<file path="src/rtl/fir_ctrl_pkg.sv">
// Shared constants and FSM encoding for the FIR coefficient loader, filter and ROM wrapper.
package fir_ctrl_pkg;

  localparam int FIR_NCOEF   = 62;
  localparam int FIR_COEF_AW = 7;
  localparam int FIR_BANK_W  = 1;
  localparam int FIR_DW      = 16;

  typedef enum logic [2:0] {
    ST_IDLE      = 3'b000,
    ST_SET_ADDR  = 3'b001,
    ST_READ_ROM  = 3'b010,
    ST_WRITE_RAM = 3'b011,
    ST_DEC       = 3'b100,
    ST_DONE      = 3'b101
  } ctrl_state_e;

endpackage

</file>
<file path="src/rtl/coef_index_counter.sv">
// Loadable down-counter for the coefficient index; saturates at zero instead of wrapping.
module coef_index_counter #(
  parameter int AW = 7
) (
  input  logic          clk,
  input  logic          reset,
  input  logic          load_en,
  input  logic [AW-1:0] load_val,
  input  logic          dec_en,
  output logic [AW-1:0] count,
  output logic          is_zero
);

  logic [AW-1:0] count_r;

  // index register: load has priority over decrement
  always_ff @(posedge clk) begin
    if (!reset) begin
      count_r <= {AW{1'b0}};
    end else if (load_en) begin
      count_r <= load_val;
    end else if (dec_en && (count_r != {AW{1'b0}})) begin
      count_r <= count_r - {{(AW-1){1'b0}}, 1'b1};
    end else begin
      count_r <= count_r;
    end
  end

  assign count   = count_r;
  assign is_zero = (count_r == {AW{1'b0}});

endmodule

</file>
<file path="src/rtl/coef_load_ctrl.sv">
// Copies one coefficient bank from ROM into the filter's coefficient RAM and gates
// the filter while the RAM contents are inconsistent; queues one request during a load.
module coef_load_ctrl
  import fir_ctrl_pkg::*;
#(
  parameter int NCOEF   = FIR_NCOEF,
  parameter int COEF_AW = FIR_COEF_AW,
  parameter int BANK_W  = FIR_BANK_W,
  parameter int DW      = FIR_DW
) (
  input  logic                      clk,
  input  logic                      reset,
  input  logic                      start_i,
  input  logic [BANK_W-1:0]         bank_i,
  input  logic                      sample_valid_i,
  output logic [BANK_W+COEF_AW-1:0] rom_addr_o,
  input  logic [DW-1:0]             rom_data_i,
  output logic [COEF_AW-1:0]        ram_addr_o,
  output logic [DW-1:0]             ram_data_o,
  output logic                      ram_wren_o,
  output logic                      filter_en_o,
  output logic                      busy_o,
  output logic                      done_o,
  output logic                      coef_valid_o,
  output logic [BANK_W-1:0]         active_bank_o
);

  localparam logic [COEF_AW-1:0] LAST_IDX = COEF_AW'(NCOEF - 1);

  ctrl_state_e         state_r, state_s;
  logic [BANK_W-1:0]   bank_r, pend_bank_r, active_bank_r;
  logic                pend_r, coef_valid_r;
  logic                idx_load_s, idx_dec_s, idx_zero_s;
  logic [COEF_AW-1:0]  idx_s;

  coef_index_counter #(.AW(COEF_AW)) u_idx (
    .clk      (clk),
    .reset    (reset),
    .load_en  (idx_load_s),
    .load_val (LAST_IDX),
    .dec_en   (idx_dec_s),
    .count    (idx_s),
    .is_zero  (idx_zero_s)
  );

  // next-state and index counter control
  always_comb begin
    state_s    = state_r;
    idx_load_s = 1'b0;
    idx_dec_s  = 1'b0;
    case (state_r)
      ST_IDLE: begin
        if (start_i) begin
          state_s    = ST_SET_ADDR;
          idx_load_s = 1'b1;
        end else begin
          state_s = ST_IDLE;
        end
      end
      ST_SET_ADDR:  state_s = ST_READ_ROM;
      ST_READ_ROM:  state_s = ST_WRITE_RAM;
      ST_WRITE_RAM: state_s = ST_DEC;
      ST_DEC: begin
        if (idx_zero_s) begin
          state_s = ST_DONE;
        end else begin
          idx_dec_s = 1'b1;
          state_s   = ST_SET_ADDR;
        end
      end
      ST_DONE: begin
        // a request arriving in DONE itself chains straight into the next load
        if (pend_r || start_i) begin
          state_s    = ST_SET_ADDR;
          idx_load_s = 1'b1;
        end else begin
          state_s = ST_IDLE;
        end
      end
      default: state_s = ST_IDLE;
    endcase
  end

  // state, bank, pending-request and validity registers
  always_ff @(posedge clk) begin
    if (!reset) begin
      state_r       <= ST_IDLE;
      bank_r        <= {BANK_W{1'b0}};
      pend_r        <= 1'b0;
      pend_bank_r   <= {BANK_W{1'b0}};
      coef_valid_r  <= 1'b0;
      active_bank_r <= {BANK_W{1'b0}};
    end else begin
      state_r <= state_s;
      case (state_r)
        ST_IDLE: begin
          if (start_i) begin
            bank_r       <= bank_i;
            coef_valid_r <= 1'b0;
          end
        end
        ST_DONE: begin
          active_bank_r <= bank_r;
          if (pend_r) begin
            bank_r       <= pend_bank_r;
            pend_r       <= start_i;
            pend_bank_r  <= start_i ? bank_i : pend_bank_r;
            coef_valid_r <= 1'b0;
          end else if (start_i) begin
            bank_r       <= bank_i;
            coef_valid_r <= 1'b0;
          end else begin
            coef_valid_r <= 1'b1;
          end
        end
        default: begin
          if (start_i) begin
            pend_r      <= 1'b1;
            pend_bank_r <= bank_i;
          end
        end
      endcase
    end
  end

  // output decode from registered state; buses are forced to zero outside their window
  always_comb begin
    busy_o        = (state_r != ST_IDLE);
    done_o        = (state_r == ST_DONE);
    ram_wren_o    = (state_r == ST_WRITE_RAM);
    filter_en_o   = sample_valid_i & coef_valid_r & (state_r == ST_IDLE);
    coef_valid_o  = coef_valid_r;
    active_bank_o = active_bank_r;
    if ((state_r == ST_SET_ADDR) || (state_r == ST_READ_ROM)) begin
      rom_addr_o = {bank_r, idx_s};
    end else begin
      rom_addr_o = {(BANK_W+COEF_AW){1'b0}};
    end
    if (state_r == ST_WRITE_RAM) begin
      ram_addr_o = idx_s;
      ram_data_o = rom_data_i;
    end else begin
      ram_addr_o = {COEF_AW{1'b0}};
      ram_data_o = {DW{1'b0}};
    end
  end

endmodule

</file>
<file path="config.mk">
export PLATFORM = sky130hd
export DESIGN_NAME = coef_load_ctrl
export DESIGN_NICKNAME = d
export VERILOG_FILES = /design/src/rtl/fir_ctrl_pkg.sv /design/src/rtl/coef_index_counter.sv /design/src/rtl/coef_load_ctrl.sv
export SDC_FILE = /design/constraint.sdc
export NUM_CORES = 1
export LEC_CHECK = 0
export ABC_AREA = 1
export BUFFER_PORTS_ARGS = -buffer_cell sky130_fd_sc_hd__buf_2
export CAP_MARGIN = 40
export CORE_MARGIN = 10
export CORE_UTILIZATION = 38
export DETAILED_ROUTE_END_ITERATION = 6
export MAX_ROUTING_LAYER = met4
export PLACE_DENSITY_LB_ADDON = 0.12
export SETUP_SLACK_MARGIN = 0.2
export SYNTH_ARGS = -nofsm -noshare
export SYNTH_HDL_FRONTEND = slang
export SYNTH_SLANG_ARGS = --single-unit
</file>
<file path="constraint.sdc">
create_clock -name clk -period 1.65 [get_ports clk]
set_clock_uncertainty 0.05 [all_clocks]
set_input_delay 0.2475 -clock clk [delete_from_list [all_inputs] [get_ports clk]]
set_output_delay 0.2475 -clock clk [all_outputs]
set_load 0.01 [all_outputs]
</file>
[Word-level counts from Yosys, hierarchy flattened]
Cells that the tools add are included.
Storage, ports and cells
  bits in registers: 15
  bits of input ports: 21
  word-level logic and storage cells: 61
Cells by class
  reductions and logical operators: 14
  bitwise gates (word level): 4
  mux-type cells: 27
  add/subtract/negate cells: 1
  equal/unequal tests: 7
Operators with widths (count)
  $pmux W3 S6: 1
  $mux W16: 1
  $mux W1: 15
  $mux W6: 2
  $pmux W1 S2: 5
  $mux W8: 1
  $logic_not A7 Y1: 1
  $mux W7: 1
  $reduce_bool A7 Y1: 1
  $sub A7 B1 Y7 const B: 1
  $eq A3 B2 Y1 const B: 2
  $eq A3 B3 Y1 const B: 2
  $reduce_and A2 Y1: 3
  $reduce_bool A2 Y1: 3
  $eq A3 B1 Y1 const B: 1
  $logic_not A3 Y1: 1
  $mux W3: 1
  $reduce_bool A3 Y1: 1
  $and A1 B1 Y1: 2
  $logic_or A1 B1 Y1: 2
  $ne A2 B1 Y1 const B: 1
  $ne A2 B2 Y1 const B: 1
  $not A1 Y1: 2
  $reduce_or A2 Y1: 1
  $logic_and A1 B1 Y1: 1

[Logic depth before layout (Yosys ltp)]
  depth in word-level cells: 6
  gate-level depth with buffers: 10
  mapped depth without buffers: 10

[Cells and area by module]
A second synthesis with hierarchy kept.
Unflattened totals
  cells, all modules: 215
  area total of the unflattened synthesis: 1166.1 um^2
By module, submodules not included
  coef_load_ctrl: cells an instance 123, seq. area each 160.2 um^2, instances 1, area each 635.6 um^2
  coef_index_counter: cells an instance 92, seq. area each 140.1 um^2, instances 1, area each 530.5 um^2

[Worst setup path after synthesis]
Ideal clock, no wire load.
  kind: reg-to-output
  from: register state_r[0]
  to: output ram_addr_o[0]
  arrival: 1.170 ns
  slack: 0.183 ns
  stages on the path, launching flop included: 6
  required time: 1.352 ns
  path through: dfxtp_1 > inv_1 > nor3_2 > inv_1 > buf_2 > nor2_1
On the way
  longest elaborated chain between the ends: 2
Ends and longest elaborated chain
  from (decl): line coef_load_ctrl.sv:30  | ctrl_state_e state_r, state_s;
  from (signal assigned): line coef_load_ctrl.sv:94  | state_r <= state_s;
  $eq A3 B2 Y1
  net ram_wren_o: line coef_load_ctrl.sv:20  | output logic ram_wren_o,
  $mux W7: line coef_load_ctrl.sv:139  | if (state_r == ST_WRITE_RAM) begin
  to (decl): line coef_load_ctrl.sv:18  | output logic [COEF_AW-1:0] ram_addr_o,
The timed path passes the listed nets, and every way through them passes these cells.

[Worst setup path after layout]
  from: register state_r[1]
  to: output ram_data_o[14]
On the way
  longest elaborated chain between the ends: 2
Ends and longest elaborated chain
  $eq A3 B2 Y1: line coef_load_ctrl.sv:139
  $mux W16: line coef_load_ctrl.sv:139
  to (decl): line coef_load_ctrl.sv:19  | output logic [DW-1:0] ram_data_o,
No other way between the ends.

==> out/qor.yml <==
synthesis:
  synth_common_cells: "nor2_1 (44), inv_1 (39), nand2_1 (22)"
  synth-main-ff-cell: "dfxtp_1"
  ys_ff_latch: 15
  syn-cell-area_sq_um: 1010
  ys_types: 23
  yosys_warnings: 0
  synthesis.nets: 194
  synth_edf_count: 0
  synth_top_area_share_pct: 29.8
  syn-instance-count: 171
  ys_seq_area_share_pct: 29.8
  synthArstFlopShare_pct: 0
  syn_area_per_cell_sq_um: 5.90
  synthTopCellsByArea: "dfxtp_1 (30%), nor2_1 (16%), inv_1 (15%)"
  synth_most_common_cell: "nor2_1"
  synth_top_area_cell: "dfxtp_1"
timing:
  max_freq_mhz: 571
  hold_viol: 0
  fin_crit_sh_pct: 106
  setup_ws_ps: -101
  relSlewSlack_pct: 80.2
  fin_tns_setup_ps: -1720
  rsz0062_at_grt: "yes"
  slew_viol_final: 0
  worst_slew_pin_slew_ps: 296
  setup_violations: 23
  period_needed_ps: 1750
routing:
  top_layer: "met4"
  ant_nets: 0
  routed_wl_um: 3590
  vias: 1305
  drt_iter0_drc: 28
  drc: 0
  wl_per_cell_um: 13.0
  via_per_inst: 4.73
  wl_met2_um: 1830
  met1_length_um: 1480
  dr.pass1.iters: 4
  wl_met3_um: 269
clock_tree:
  cts.sinks: 15
  clk_pin_slew_ps: 90
  cts_max_path_buffers: 2
  cts_made_buffers: 3
  clock_latency_ps: 280
  cts_root_buf: "clkbuf_4"
  cts-hold-fix-buffers: 0
  htreeDepth: 1
  tritoncts: "built"
die:
  die_h_um: 71.5
  initial_core_util_pct: 40.3
  rows: 18
  io_pins: 58
  die_w_um: 71.5
  die_area_sq_um: 5110
  core_region_area_sq_um: 2500
setup_path:
  required_ps: 1350
  end_kind: "output pin"
  cp.arrival_ps: 1450
  start_kind: "register"
  critPathKind: "reg -> out"
  worstPathMaxFanout: 6
run_status:
  status: "finished, violations left"
  violations: "negative setup slack"
layout:
  final_util_pct: 63.6
  final_cells: 276
  antenna_cells: 0
  area_delta_synth_final_pct: 57.6
  stdcell_area_sq_um: 1590
  fin_nets: 270
  layout-drive-gt1-share_pct: 45.9
power_and_ir_drop:
  p_per_area_nw_per_um2: 678
  switching_share_pct: 38.4
  p_int_uw: 664
  netSwitchingPower_uw: 413
  p_clk_share_pct: 19.5
  power_frac_comb_pct: 40.5
  leakagePower_nw: 0.887
  p_seq_share_pct: 40.0
  power_mw: 1.08
  vdd_drop_max_v: 0.000510
global_routing:
  antenna_found_initial: 0
  overflow: 0
  grt_use_total_pct: 13.8
  grt_pass1_wl_um: 5890
  grt_max_degree: 10
  grt_pass1_vias: 1257
place:
  dpl_cell_area_sq_um: 1330
  gp_congestion: 0.862
  place.detailed.hpwl_um: 2650
  dpl.cell_count: 256
  port_buffers: 57
worst_hold_path:
  hold_class: "in -> reg"
job:
  max_cap_violations: 0
-- stage by stage --
step | hold WS [ps] | setup WS [ps]
2_1_floorplan | 295 | 233
6_report | 200 | -101
4_1_cts | 200 | -79.3
3_3_place_gp | 405 | 104
3_5_place_dp | 427 | 29.8
5_1_grt | 197 | -206
-- path summary, 6_finish.rpt --
kind | start | to | slack [ps] | depth (start not counted)
max | state_r[1] | ram_data_o[14] | -100 | 6
min | bank_i | pend_bank_r | 200 | 3
max reg2reg | u_idx.count[0] | u_idx.count[4] | 250 | 9
min reg2reg | pend_bank_r | pend_bank_r | 430 | 2
-- registers in the layout (all words and copies together), names as in the netlist --
register	cells
u_idx.count	7
pend_r	1
active_bank_o	1
bank_r	1
coef_valid_o	1
state_r	3
pend_bank_r	1
-- cells by family (layout without fill, tap and decap cells) --
| group | Yosys count | in the layout | share of synthesized area [%] |
|---|---|---|---|
| adders and majority gates | 2 | 2 | 2.48 |
| DFF | 15 | 15 | 29.8 |
| buffers and inverters | 44 | 119 | 16.7 |
| AOI/OAI and AO/OA | 15 | 15 | 8.19 |
| and+or+nand+nor | 93 | 93 | 41.1 |
| xor gates and xnor gates | 2 | 2 | 1.74 |
-- critical path, stage by stage, from the launching register on --
cell	delay (ps)
dfxtp_2	350
inv_2	60
nor3_4	200
buf_6	160
clkinvlp_4	150
nor2_1	120
buf_2	130
-- timing repair --
action                                  CTS  global route
gates resized for setup                  18            26
buffers inserted                          7             6
endpoints found under the setup margin   41            46
cloned                                    3             0
pin swaps                                 4             6
-- power groups by stage --
stage               Combinational (mW)  Sequential (mW)  Clock, mW
floorplan                        0.222            0.425          0
global placement                 0.316            0.429          0
finish                           0.436            0.431      0.210
detailed placement               0.326            0.431          0
CTS                              0.378            0.425      0.217
global route                     0.483            0.436      0.245
-- routing by layer --
layer	global-route usage (%)	up-vias
li1	-	670
met1	14.4	591
met2	24.7	42
met3	4.13	2
met4	3.23	0
met5	-	-
-- layout make-up --
type	count	area [sq um]
Clock buffer	3	22.5
Clock inverter	1	5.00
Fill cell	241	911
Inverter	42	173
Multi-Input combinational cell	112	616
Sequential cell	15	309
Tap cell	30	37.5
Timing Repair Buffer	70	404
Timing Repair inverter	3	22.5
-- placed cells by master, fill, tap and decap left out, drive strengths merged --
master and instances:
buf 70, nor2 47, inv 38, nand2 24, nand3 15, dfxtp 15, a21oi 6, o21ai 5
clkinvlp 4, nand4 4, clkinv 4, clkbuf 3, nor3 3, xor2 2, a31oi 2, ha 2
o211ai 1, o31ai 1
No activity file was read; power rests on OpenSTA's default activity.
